`src/rtl/sum_normalize_round52.sv`:
```
// Purpose: leading-one normalise and round of the 52-bit mantissa sum to OUT_W bits; NORM_ROUND_RNE_EN selects RNE, else truncation.
// Latency: two register stages (S1 capture + LZC, S2 shift/round result); full rate with out_ready high.
// Backpressure: valid/ready on both sides; in_ready = !s1_vld | s1 advance, combinational from out_ready only.
module sum_normalize_round52 #(
  parameter int OUT_W = 24
) (
  input  logic             clk,
  input  logic             rst,
  input  logic             in_valid,
  output logic             in_ready,
  input  logic [51:0]      in_sum,
  output logic             out_valid,
  input  logic             out_ready,
  output logic [OUT_W-1:0] out_mant,
  output logic [5:0]       out_msb_pos,
  output logic             out_zero,
  output logic             out_inexact
);

  logic        s1_vld;
  logic [51:0] s1_sum;
  logic [5:0]  s1_lz;
  logic        s1_zero;

  logic [5:0]  lz_c;
  logic        s2_load;
  logic        s1_adv;

  logic [51:0]      norm;
  logic [51:0]      sticky_bits;
  logic [OUT_W-1:0] mant_m;
  logic             guard_b;
  logic             sticky_b;
  logic [OUT_W-1:0] mant_c;
  logic [5:0]       msb_c;

  // Highest set bit wins because later iterations overwrite earlier ones.
  always_comb begin
    lz_c = 6'd52;
    for (int i = 0; i < 52; i++) begin
      if (in_sum[i]) lz_c = 6'(51 - i);
    end
  end

  assign s2_load  = !out_valid | out_ready;
  assign s1_adv   = s1_vld & s2_load;
  assign in_ready = !s1_vld | s1_adv;

  always_comb begin
    norm        = s1_sum << s1_lz;
    mant_m      = norm[51 -: OUT_W];
    guard_b     = norm[51-OUT_W];
    // Shifting out the mantissa and guard leaves exactly the sticky bits.
    sticky_bits = norm << (OUT_W + 1);
    sticky_b    = |sticky_bits;
  end

`ifdef NORM_ROUND_RNE_EN
  logic             rnd_inc;
  logic [OUT_W:0]   rnd_sum;

  assign rnd_inc = guard_b & (sticky_b | mant_m[0]);
  assign rnd_sum = {1'b0, mant_m} + {{OUT_W{1'b0}}, rnd_inc};

  always_comb begin
    mant_c = rnd_sum[OUT_W-1:0];
    msb_c  = 6'd51 - s1_lz;
    if (rnd_sum[OUT_W]) begin
      mant_c = {1'b1, {(OUT_W-1){1'b0}}};
      msb_c  = 6'd52 - s1_lz;
    end
    if (s1_zero) msb_c = 6'd0;
  end
`else
  always_comb begin
    mant_c = mant_m;
    msb_c  = s1_zero ? 6'd0 : 6'd51 - s1_lz;
  end
`endif

  always_ff @(posedge clk) begin
    if (rst) begin
      s1_vld      <= 1'b0;
      s1_sum      <= '0;
      s1_lz       <= '0;
      s1_zero     <= 1'b0;
      out_valid   <= 1'b0;
      out_mant    <= '0;
      out_msb_pos <= '0;
      out_zero    <= 1'b0;
      out_inexact <= 1'b0;
    end else begin
      if (in_ready) begin
        s1_vld <= in_valid;
        if (in_valid) begin
          s1_sum  <= in_sum;
          s1_lz   <= lz_c;
          s1_zero <= (in_sum == '0);
        end
      end
      // Result fields only change on a real S1->S2 move, so they hold under stall.
      if (s2_load) begin
        out_valid <= s1_vld;
        if (s1_vld) begin
          out_mant    <= mant_c;
          out_msb_pos <= msb_c;
          out_zero    <= s1_zero;
          out_inexact <= guard_b | sticky_b;
        end
      end
    end
  end

endmodule

```
`config.mk`:
```
export PLATFORM = sky130hd
export DESIGN_NAME = sum_normalize_round52
export DESIGN_NICKNAME = d
export VERILOG_FILES = /design/src/rtl/sum_normalize_round52.sv
export SDC_FILE = /design/constraint.sdc
export NUM_CORES = 1
export LEC_CHECK = 0
export CAP_MARGIN = 20
export CORE_AREA = 2 2 83 164
export CTS_CLUSTER_DIAMETER = 30
export DETAILED_ROUTE_END_ITERATION = 6
export DIE_AREA = 0 0 85 166
export GPL_TIMING_DRIVEN = 0
export PLACE_DENSITY = 0.86
export REMOVE_ABC_BUFFERS = 1
export SLEW_MARGIN = 25
export SYNTH_ARGS = -nofsm -noshare
export SYNTH_HDL_FRONTEND = slang
export SYNTH_SLANG_ARGS = --single-unit
export TNS_END_PERCENT = 5
```
`constraint.sdc`:
```
create_clock -name clk -period 6.7 [get_ports clk]
set_input_delay 1.005 -clock clk [delete_from_list [all_inputs] [get_ports clk]]
set_output_delay 1.005 -clock clk [all_outputs]
set_load 0.01 [all_outputs]
```
Yosys cells after proc, flatten, opt, wreduce, memory -nomap -nowiden. Cells that the tools add are included. Widths: inputs -> output; s select.

RAM bits: 0. Output and inout bits: 34. Bits of input ports: 56. Latch bits: 0. ROM bits: 0. Memories: 0. Logic and storage cells: 74. Bits in registers: 93.

Shifts and indexed selects: 1. Order comparisons: 0. Bitwise logic cells: 4. Add/sub/neg operators: 1. Div/mod/pow operators: 0. $mul: 0. Mux-type cells: 53. Reduce and logical (&&, ||, !) cells: 6. Equal/unequal tests: 0.

Operator list (count): $mux 6 (51); $logic_not 52->1 (1); $shl 52x6->52 (1); $reduce_or 27->1 (1); $mux 3 (2); $sub 6x6->6 const A (1); $reduce_and 2->1 (2); $or 1x1->1 (3); $logic_not 1->1 (2); $and 1x1->1 (1).

Depth between registers and ports, before layout.
Depth in word-level cells: 52. Depth in mapped cells: 12. Mapped depth without buffers: 7.

Worst setup path before layout. No wires, ideal clock.

Kind: in2reg. Start: in out_ready. End: reg out_mant[5]. Buffers on the path: 2. Cell stages on the path: 9. Setup time: 0.128 ns. Slack: 4.120 ns. Data arrival time: 2.453 ns. Cells stage by stage: nor2b_1 nand2b_1 clkbuf_1 inv_1 and3_1 clkbuf_1 and2_1 a222oi_1 nor2_1.

Longest elaborated chain between the ends: 2.

RTL lines: start, declared (line 13) `input logic out_ready,`; $or 1x1->1 (line 45) `assign s2_load = !out_valid | out_ready;`; $reduce_and 2->1 (no line); end signal, assigned (line 105) `out_mant <= mant_c;`; end, declared (line 14) `output logic [OUT_W-1:0] out_mant,`.

No other way between the ends. A chain may end at the register's enable or synchronous reset.

Worst setup path after layout.
Start: in out_ready. End: reg out_mant[8].

The elaborated chain is that of the path after synthesis.

==> reports/qor.txt <==
nets@finish - 949
max_cap viols - 0
leakage power - 0.00292 uW
vias in the first global route - 6560
fmax - 286 MHz
number of flops mapped to enable cells by yosys - 0
critical path capture point type - flop
complex-gate fraction of the synthesized area - 19.7%
layout cell share with drive strength beyond 1 - 11.8%
RePlAce Congestion - 0.957
yosys warns - 0
Cell Pwr Density - 174 mW/mm2
Critical Path RT - 6.93 ns
CTS Root Cell - clkbuf_16
Initial Util - 53.8%
Final period util - 52.1%
Adder-Cell Fraction of Synth Area - 0.180%
Peak VDD IR - 0.129 mV
CP arrival - 3.72 ns
routed vias - 6904
relative slew slack - 38.5%
total gr overflow - 0
main combinational cell family by area after synthesis - multiplexers
clock-pin transition on the worst setup and hold timing paths - 0.07 ns
Core ar. - 0.0129 mm2
initial antenna violation count - 0
diode count - 0
sequential fraction of the synthesis area - 26.8%
fillers - 1054
detailed placement HPWL - 14800 um
Worst Hold Launch - out_zero$_SDFFE_PP0P_
hold buffer count at cts - 0
Cell Area, Synth - 0.00695 mm2
Post-Synth Simple-Gate Area - 20.8%
Synth Area in XOR/XNOR - 0.252%
Setup TNS - 0 ns
Cells after Synth - 856
Worst Hold Depth - 2
Final setup viols - 0
Final ANT Viol Nets - 0
maximum fanout along the worst path - 42
status - complete, no violations
Syn Area/Cell - 8.12 um2
Die H - 166 um
Initial DRC Count - 762
Worst-Skew Late Latency - 0.35 ns
Slew Viols, Final - 0
Worst Skew - 0.0108 ns
Seq cells post-synth - 93
startpoint type of the worst setup path - input port
final non-filler cell total - 1049
die width - 85 um
CTS tree - done
Avg WL per Cell - 18.9 um
H-Tree Depth - 3
Post-Route WL - 19800 um
Num CTS Buffers - 9
# rows - 59
Longest Clk Path Bufs - 2
Synth-to-Final Area Change - 17.7%
Post-CTS Resized - 0
start of the worst register-to-register path - s1_lz[0]$_SDFFE_PP0P_
largest net degree at the start of global routing - 59
final hold vios - 0
number of remaining DRC errors - 0
drt first pass iters - 6
ys flop type - dfxtp_1
Reg2Reg Depth - 7
Worst-Margin Slew - 0.922 ns
unrepaired setup endpoints after global routing - false
clk sinks - 93
# Post-CTS Setup Buffers - 0
Die Area - 0.0141 mm2
Hold Crit Class - flop to flop
critical path class - input port to flop
mux contribution to synthesized area - 26.3%
Async S/R FF share, synth - 0%
via/cell ratio - 6.58
Port Buffers - 89
first-pass GRT wire length - 32200 um
GRT Total Usage - 28.0%
Crit. Startpoint - out_ready
minimum clock period - 3.49 ns
Placed Cells - 1033
synth unique cells - 56
# IOs - 90
[per-stage QoR]
step	instance area, um2	total power (uW)	setup slack (ns)	hold slack, ns	utilization, %
final	8180	1420	3.21	0.454	63.3
after global routing	8180	1470	2.96	0.475	63.3
after CTS	8180	1420	3.21	0.457	63.3
after detailed placement	7890	930	2.85	0.448	61.0
after global placement	7700	922	1.28	0.442	59.6
after floorplan	6620	801	2.18	0.427	-
[synthesized netlist by cell type (all sizes together), types with 6 or more instances]
master / n / area share [%]
nor2: 78 / 4.2
a21oi: 102 / 7.3
mux2: 12 / 1.9
o211ai: 9 / 0.97
a222oi: 15 / 2.2
buf: 28 / 2.5
and3: 6 / 0.54
a22o: 7 / 0.88
o21ai: 30 / 2.2
mux2i: 45 / 6.5
nor3: 17 / 1.2
a22oi: 7 / 0.83
mux4: 55 / 18
nor4: 16 / 1.4
nand3: 8 / 0.58
a221oi: 7 / 0.88
nand2: 184 / 9.9
inv: 23 / 1.2
clkbuf: 43 / 2.3
dfxtp: 93 / 27
[logic make-up after synthesis]
group,after synthesis
xor+xnor,2
compound gates,216
flops,93
fa+ha+maj,1
mux,112
buf+inv,94
simple gates,338
[layout by cell type, fill, tap and decap left out, types with 5 or more instances in the layout]
master / instances
clkdlybuf4s50_1: 88
a21oi_1: 101
and3_1: 6
a211oi_1: 5
mux4_2: 55
nor3_1: 17
a221oi_1: 7
mux2_2: 12
nor2_1: 77
dfxtp_1: 88
nand3_1: 8
a22o_1: 7
a222oi_1: 15
o21ai_0: 29
clkbuf_16: 9
a22oi_1: 6
nor4_1: 16
nand2_1: 183
mux2i_1: 45
o211ai_1: 9
inv_1: 22
a31oi_1: 5
[registers in the layout (all words and copies together) (netlist names)]
signal and flops:
s1_sum 52, out_mant 24, out_msb_pos 6, s1_lz 6, out_inexact 1, out_valid 1
out_zero 1, s1_vld 1, s1_zero 1
[where the power goes]
| part | switching (uW) | total, uW | internal [uW] |
|---|---|---|---|
| Sequential | 34.9 | 612 | 578 |
| Combinational | 162 | 314 | 151 |
| Clock | 229 | 495 | 266 |
| Total | 426 | 1420 | 995 |
[worst max-delay path: stages]
cell	delay [ns]
clkdlybuf4s50_1	0.40
nor2b_1	0.31
nand2b_2	0.71
inv_1	0.21
and3_1	0.39
and2_1	0.27
a222oi_1	0.33
nor2_1	0.06
[final timing paths]
check                             endpoint  slack, ns
setup / recovery  out_mant[8]$_SDFFE_PP0P_       3.21
setup reg to reg  out_inexact$_SDFFE_PP0P_       3.49
hold / removal       out_zero$_SDFFE_PP0P_       0.45
hold reg to reg      out_zero$_SDFFE_PP0P_       0.45
[layout make-up]
type	instances	area, um2	share of cell area (%)
tap	152	190	2.33
multi-input combinational	669	4690	57.3
inverter	23	86.3	1.06
clock buffer	11	243	2.97
sequential	93	1870	22.9
clock inverter	5	48.8	0.597
timing repair buffer	96	1050	12.9
[layer usage]
metal	global-route usage, %	routed length, um	vias to the layer above
li1	-	-	3216
met1	31.3	7140	3245
met2	49.2	10400	356
met3	3.88	1030	87
met4	16.6	1220	0
met5	0	0	-
Note: power is estimated with default switching activity, not from simulation.
==> RTL change 1 (config.mk and constraints unchanged) <==
Set the parameter `OUT_W` to 48 (it was 24).
--- a/src/rtl/sum_normalize_round52.sv
+++ b/src/rtl/sum_normalize_round52.sv
@@ -4,3 +4,3 @@
 module sum_normalize_round52 #(
-  parameter int OUT_W = 24
+  parameter int OUT_W = 48
 ) (
Interface: changed (resized out_mant); port bits go from 90 to 114. No check against the original RTL was run, so the function may have changed too.
==> RTL change 1 against the unedited design <==
  * Count of clock-buffer cells in the layout is 11 higher
  * Die area stayed put
  * Synthesized area is 15% higher
  * Setup slack better by 180 ps
  * Critical path type unchanged
  * Fmax is 5.3% higher
  * Cell count is 19% higher
  * Wire length is 44% higher
  * Critical path depth is 1 lower
  * Power is 44% higher
  * Design area is 20% higher
  * Sequential cell count is 24 higher
==> RTL change 1: results (changes against the unedited design) <==
status -> finished clean
top cells by count, synth -> nand2_1, dfxtp_1, a21oi_1
Worst Path Arrival -> 3670 ps (-50 ps)
NumNets Final -> 1144 (+21%)
r2r setup slk -> 3470 ps (-20 ps)
Fillers -> 984 (-6.6%)
met1 Usage GRT -> 45.16% (+14 points)
global-route wire length before repair -> 44740 um (+39%)
biggest regs -> s1_sum (52), out_mant (48)
GR Util All Layers -> 40.37% (+12 points)
Inserted Clock Buffers -> 17 (+8)
met2 Use GR -> 66.00% (+17 points)
Worst slew margin -> 31.55% (-6.9 points)
dpl ws -> 3129 ps (+275.8 ps)
Reg2Reg Launch Point -> s1_lz[1]
fmax -> 301.6 MHz (+5.3%)
PortBufs -> 113 (+27%)
vias in the first global route -> 8324 (+27%)
largest net degree at the start of global routing -> 66 (+12%)
Reg-to-Reg End -> out_mant[14]
register area share after synthesis -> 29.34% (+2.6 points)
Slowest-stage cell, CP -> nor3_1
share of cells above drive strength 1 -> 11.73% (-0.090 points)
Worst Setup EP -> out_mant[34]
vias post-DR -> 8651 (+25%)
CP max FO -> 16 (-62%)
Leakage -> 3.473 nW (+19%)
later-pin clock latency in the skew report -> 420 ps (+70 ps)
Peak VDD IR -> 0.1906 mV (+48%)
met3 Resource Use GR -> 6.710% (+2.8 points)
Routed Wire Length -> 28570 um (+44%)
initial drt markers -> 926 (+22%)
-- RTL change 1: changes by cell type in the layout (fill, tap and decap cells not counted), sizes merged, moves of 18 or more --
cell / unedited run / this run
mux2: 12 / 50
mux4: 55 / 20
clkdlybuf4s50: 88 / 112
dfxtp: 93 / 117
mux2i: 45 / 65
o21ai: 30 / 49
o22ai: 3 / 21
-- RTL change 1: how the worst min path moves through the flow --
| stage | from | to | cells past startpoint |
|---|---|---|---|
| 2_1_floorplan | s1_sum[51] | s1_sum[51] | 2 |
| 3_3_place_gp | out_mant[20] | out_mant[20] | 1 |
| 3_5_place_dp | out_mant[9] | out_mant[9] | 2 |
| 4_1_cts | out_mant[9] | out_mant[9] | 2 |
| 5_1_grt | out_mant[20] | out_mant[20] | 1 |
| 6_report | out_mant[9] | out_mant[9] | 2 |
-- RTL change 1: cells by family (layout without fill, tap and decap cells) --
| kind of cell | after synthesis | after routing | synth area share (%) |
|---|---|---|---|
| and+or+nand+nor | 386 | 386 | 21.16 |
| AOI/OAI and AO/OA | 286 | 286 | 22.90 |
| muxes | 135 | 135 | 20.85 |
| DFF | 117 | 117 | 29.34 |
| buffers and inverters | 95 | 173 | 5.376 |
| xor gates and xnor gates | 2 | 2 | 0.2195 |
| adders and majority gates | 1 | 1 | 0.1567 |
-- RTL change 1: power breakdown --
part	total [W]	leakage [nW]	internal, W	switching, W
registers	0.000761	0.959	0.000726	0.0000352
logic	0.000377	2.23	0.000162	0.000215
clock network	0.000906	0.284	0.000562	0.000344
-- RTL change 1: per-stage QoR --
stage	hold slack [ps]	utilization [%]	setup TNS [ps]	cell area (sq um)	instances
final	456.2	75.85	0	9798	1252
after global placement	432.8	69.25	-114.5	8946	1211
after floorplan	427.4	-	0	7625	946
after CTS	464.5	75.80	0	9792	1252
after global routing	468.7	75.85	0	9798	1252
after detailed placement	451.8	71.23	0	9201	1220
-- RTL change 1: critical path, delay by kind of cell --
kind,cells,cell delay (ps)
simple gates,5,2080
buf+inv,1,490
compound gates,1,100
-- RTL change 1: layout make-up --
type	instances	area (sq um)	share of cell area [%]
Tap cell	152	190.2	1.941
Inverter	19	71.32	0.7279
Multi-Input combinational cell	810	5236	53.44
Clock inverter	10	95.09	0.9705
Sequential cell	117	2357	24.06
Clock buffer	22	495.5	5.057
Timing Repair Buffer	122	1353	13.80
-- RTL change 1: layer usage --
| layer | up-vias | part of all wire (%) |
|---|---|---|
| met4 | 0 | 9.2 |
| met5 | - | 0 |
| li1 | 3894 | - |
| met3 | 181 | 7.6 |
| met1 | 4009 | 34 |
| met2 | 567 | 50 |
==> RTL change 2 (config.mk and constraints unchanged) <==
Made on the original files. Make the reset (`rst`) asynchronous in one clocked block.
--- a/src/rtl/sum_normalize_round52.sv
+++ b/src/rtl/sum_normalize_round52.sv
@@ -80,3 +80,3 @@
 
-  always_ff @(posedge clk) begin
+  always_ff @(posedge clk or posedge rst) begin
     if (rst) begin
Check against the original RTL: differs if rst is asserted again (counterexample within 4 cycles, from zero or initial values and one cycle with rst high); with rst held inactive, the same outputs for 4 cycles.
==> RTL change 2 against the unedited design <==
  * Wire length is 6.5% higher
  * Setup slack better by 140 ps
  * Global-route usage is 2.3 points higher
  * Synthesized cell count is 14% lower
  * Sequential cell count stayed put
  * Design area is 5.2% higher
  * Synthesized area is 5.6% higher
  * Die area stayed put
  * Largest cell class unchanged
Power is not compared: it rests on default switching activity, and its combinational part moved more than twofold at a synthesized area within 25%.
==> RTL change 2: results (changes against the unedited design) <==
Final Wtd Congestion -> 0.9712 (+1.5%)
Pre-antenna DRT Iters -> 5 (-1)
GR Util All Layers -> 30.35% (+2.3 points)
largest net degree at the start of global routing -> 69 (+17%)
Yosys cell types -> 57 (+1.8%)
Fillers -> 1016 (-3.6%)
delay-heaviest family, CP -> buffers and inverters
Worst Path Arrival -> 2340 ps (-1380 ps)
Routed Wire Length -> 21110 um (+6.5%)
biggest regs -> s1_sum (52), out_mant (24)
Fin Clk Skew -> 13.56 ps (+2.734 ps)
dpl cell area -> 8314 sq um (+5.4%)
NumNets Final -> 845 (-11%)
worst reg-to-reg path cell count -> 6 (-1)
via density per instance -> 6.892 (+4.7%)
top cells by count, synth -> nand2_1, dfrtp_1, mux2_2
CP max FO -> 5 (-88%)
status -> finished clean
Critical Path Max Stage Delay -> 600 ps (-110 ps)
register area share after synthesis -> 31.72% (+4.9 points)
PortBufs -> 89 (unchanged)
max reg flops -> 52 (unchanged)
vias in the first global route -> 6499 (-0.93%)
ys flop type -> dfrtp_1
htree depth -> 3 (unchanged)
share of cells above drive strength 1 -> 18.92% (+7.1 points)
initial drt markers -> 440 (-42%)
global-route wire length before repair -> 34110 um (+6.1%)
deepest clock path buffer count -> 2 (unchanged)
DP Wirelength -> 16090 um (+8.7%)
asr flop ratio synth -> 100.0% (+100 points)
Slowest-stage cell, CP -> clkdlybuf4s50_1
top cells by area, synth -> dfrtp_1, mux4_2, mux2_2, mux2i_1, nand2_1
yosys synthesis warning count -> 0 (unchanged)
Leakage -> 3.378 nW
Post-CTS Resized -> 0 (unchanged)
Worst slew margin -> 35.83% (-2.7 points)
## RTL change 2: cell count changes in the layout (fill, tap and decap cells not counted), moves of 8 or more
cell      delta
a21oi_1     -63
a222oi_1    -15
dfrtp_1     +88
dfxtp_1     -88
inv_1        -8
mux2_2      +46
mux2i_1     +10
nand2_1     -80
nand3_1     +10
nor2_1      -30
o21ai_0     +12
o21ai_1     +17
o31ai_1      +8
## RTL change 2: area by class of cell
class,count,share of cell area [%]
Multi-Input combinational cell,571,54.29
Sequential cell,93,27.17
Timing Repair Buffer,95,12.10
Clock buffer,10,2.777
Tap cell,152,2.210
Inverter,18,0.8433
Clock inverter,6,0.6106
## RTL change 2: final timing paths
path | startpoint | endpoint | slack, ps
worst min register to register | out_mant[12] | out_mant[12] | 470
worst max-delay path | out_ready | in_ready | 3350
max in group asynchronous | rst | s1_lz[0] | 5070
worst min-delay path | out_mant[12] | out_mant[12] | 470
min in group asynchronous | rst | out_msb_pos[4] | 1010
worst max register to register | s1_lz[1] | out_inexact | 3500
## RTL change 2: logic make-up after synthesis
logic type	Yosys count	synth area share, %
muxes	174	35.21
adders and majority gates	1	0.1705
AOI/OAI and AO/OA	166	14.07
xor gates and xnor gates	2	0.2388
buffers and inverters	73	4.741
DFF	93	31.72
and+or+nand+nor	228	13.85
## RTL change 2: through the flow
step / setup WS [ps] / power [W] / instances
finish: 3352 / 0.002230 / 945
global route: 3316 / 0.002341 / 945
CTS: 3360 / 0.002227 / 945
detailed placement: 3271 / 0.001720 / 929
global placement: 1790 / 0.001682 / 923
floorplan: 2465 / 0.001362 / 682
## RTL change 2: report_power, final
group | internal (W) | switching [W]
logic | 0.000493 | 0.000455
clock network | 0.000269 | 0.000239
registers | 0.000661 | 0.000113
total | 0.00142 | 0.000808
## RTL change 2: metal layers
metal	GRT usage, %	routed length [um]
met2	53.43	11390
met1	35.16	7520
met3	3.082	1034
met5	0	0
met4	17.18	1165
## RTL change 2: worst min-delay path: cells and delay by family, from the launching register on
family | cells | cell delay (ps)
flops | 1 | 340
simple gates | 2 | 100
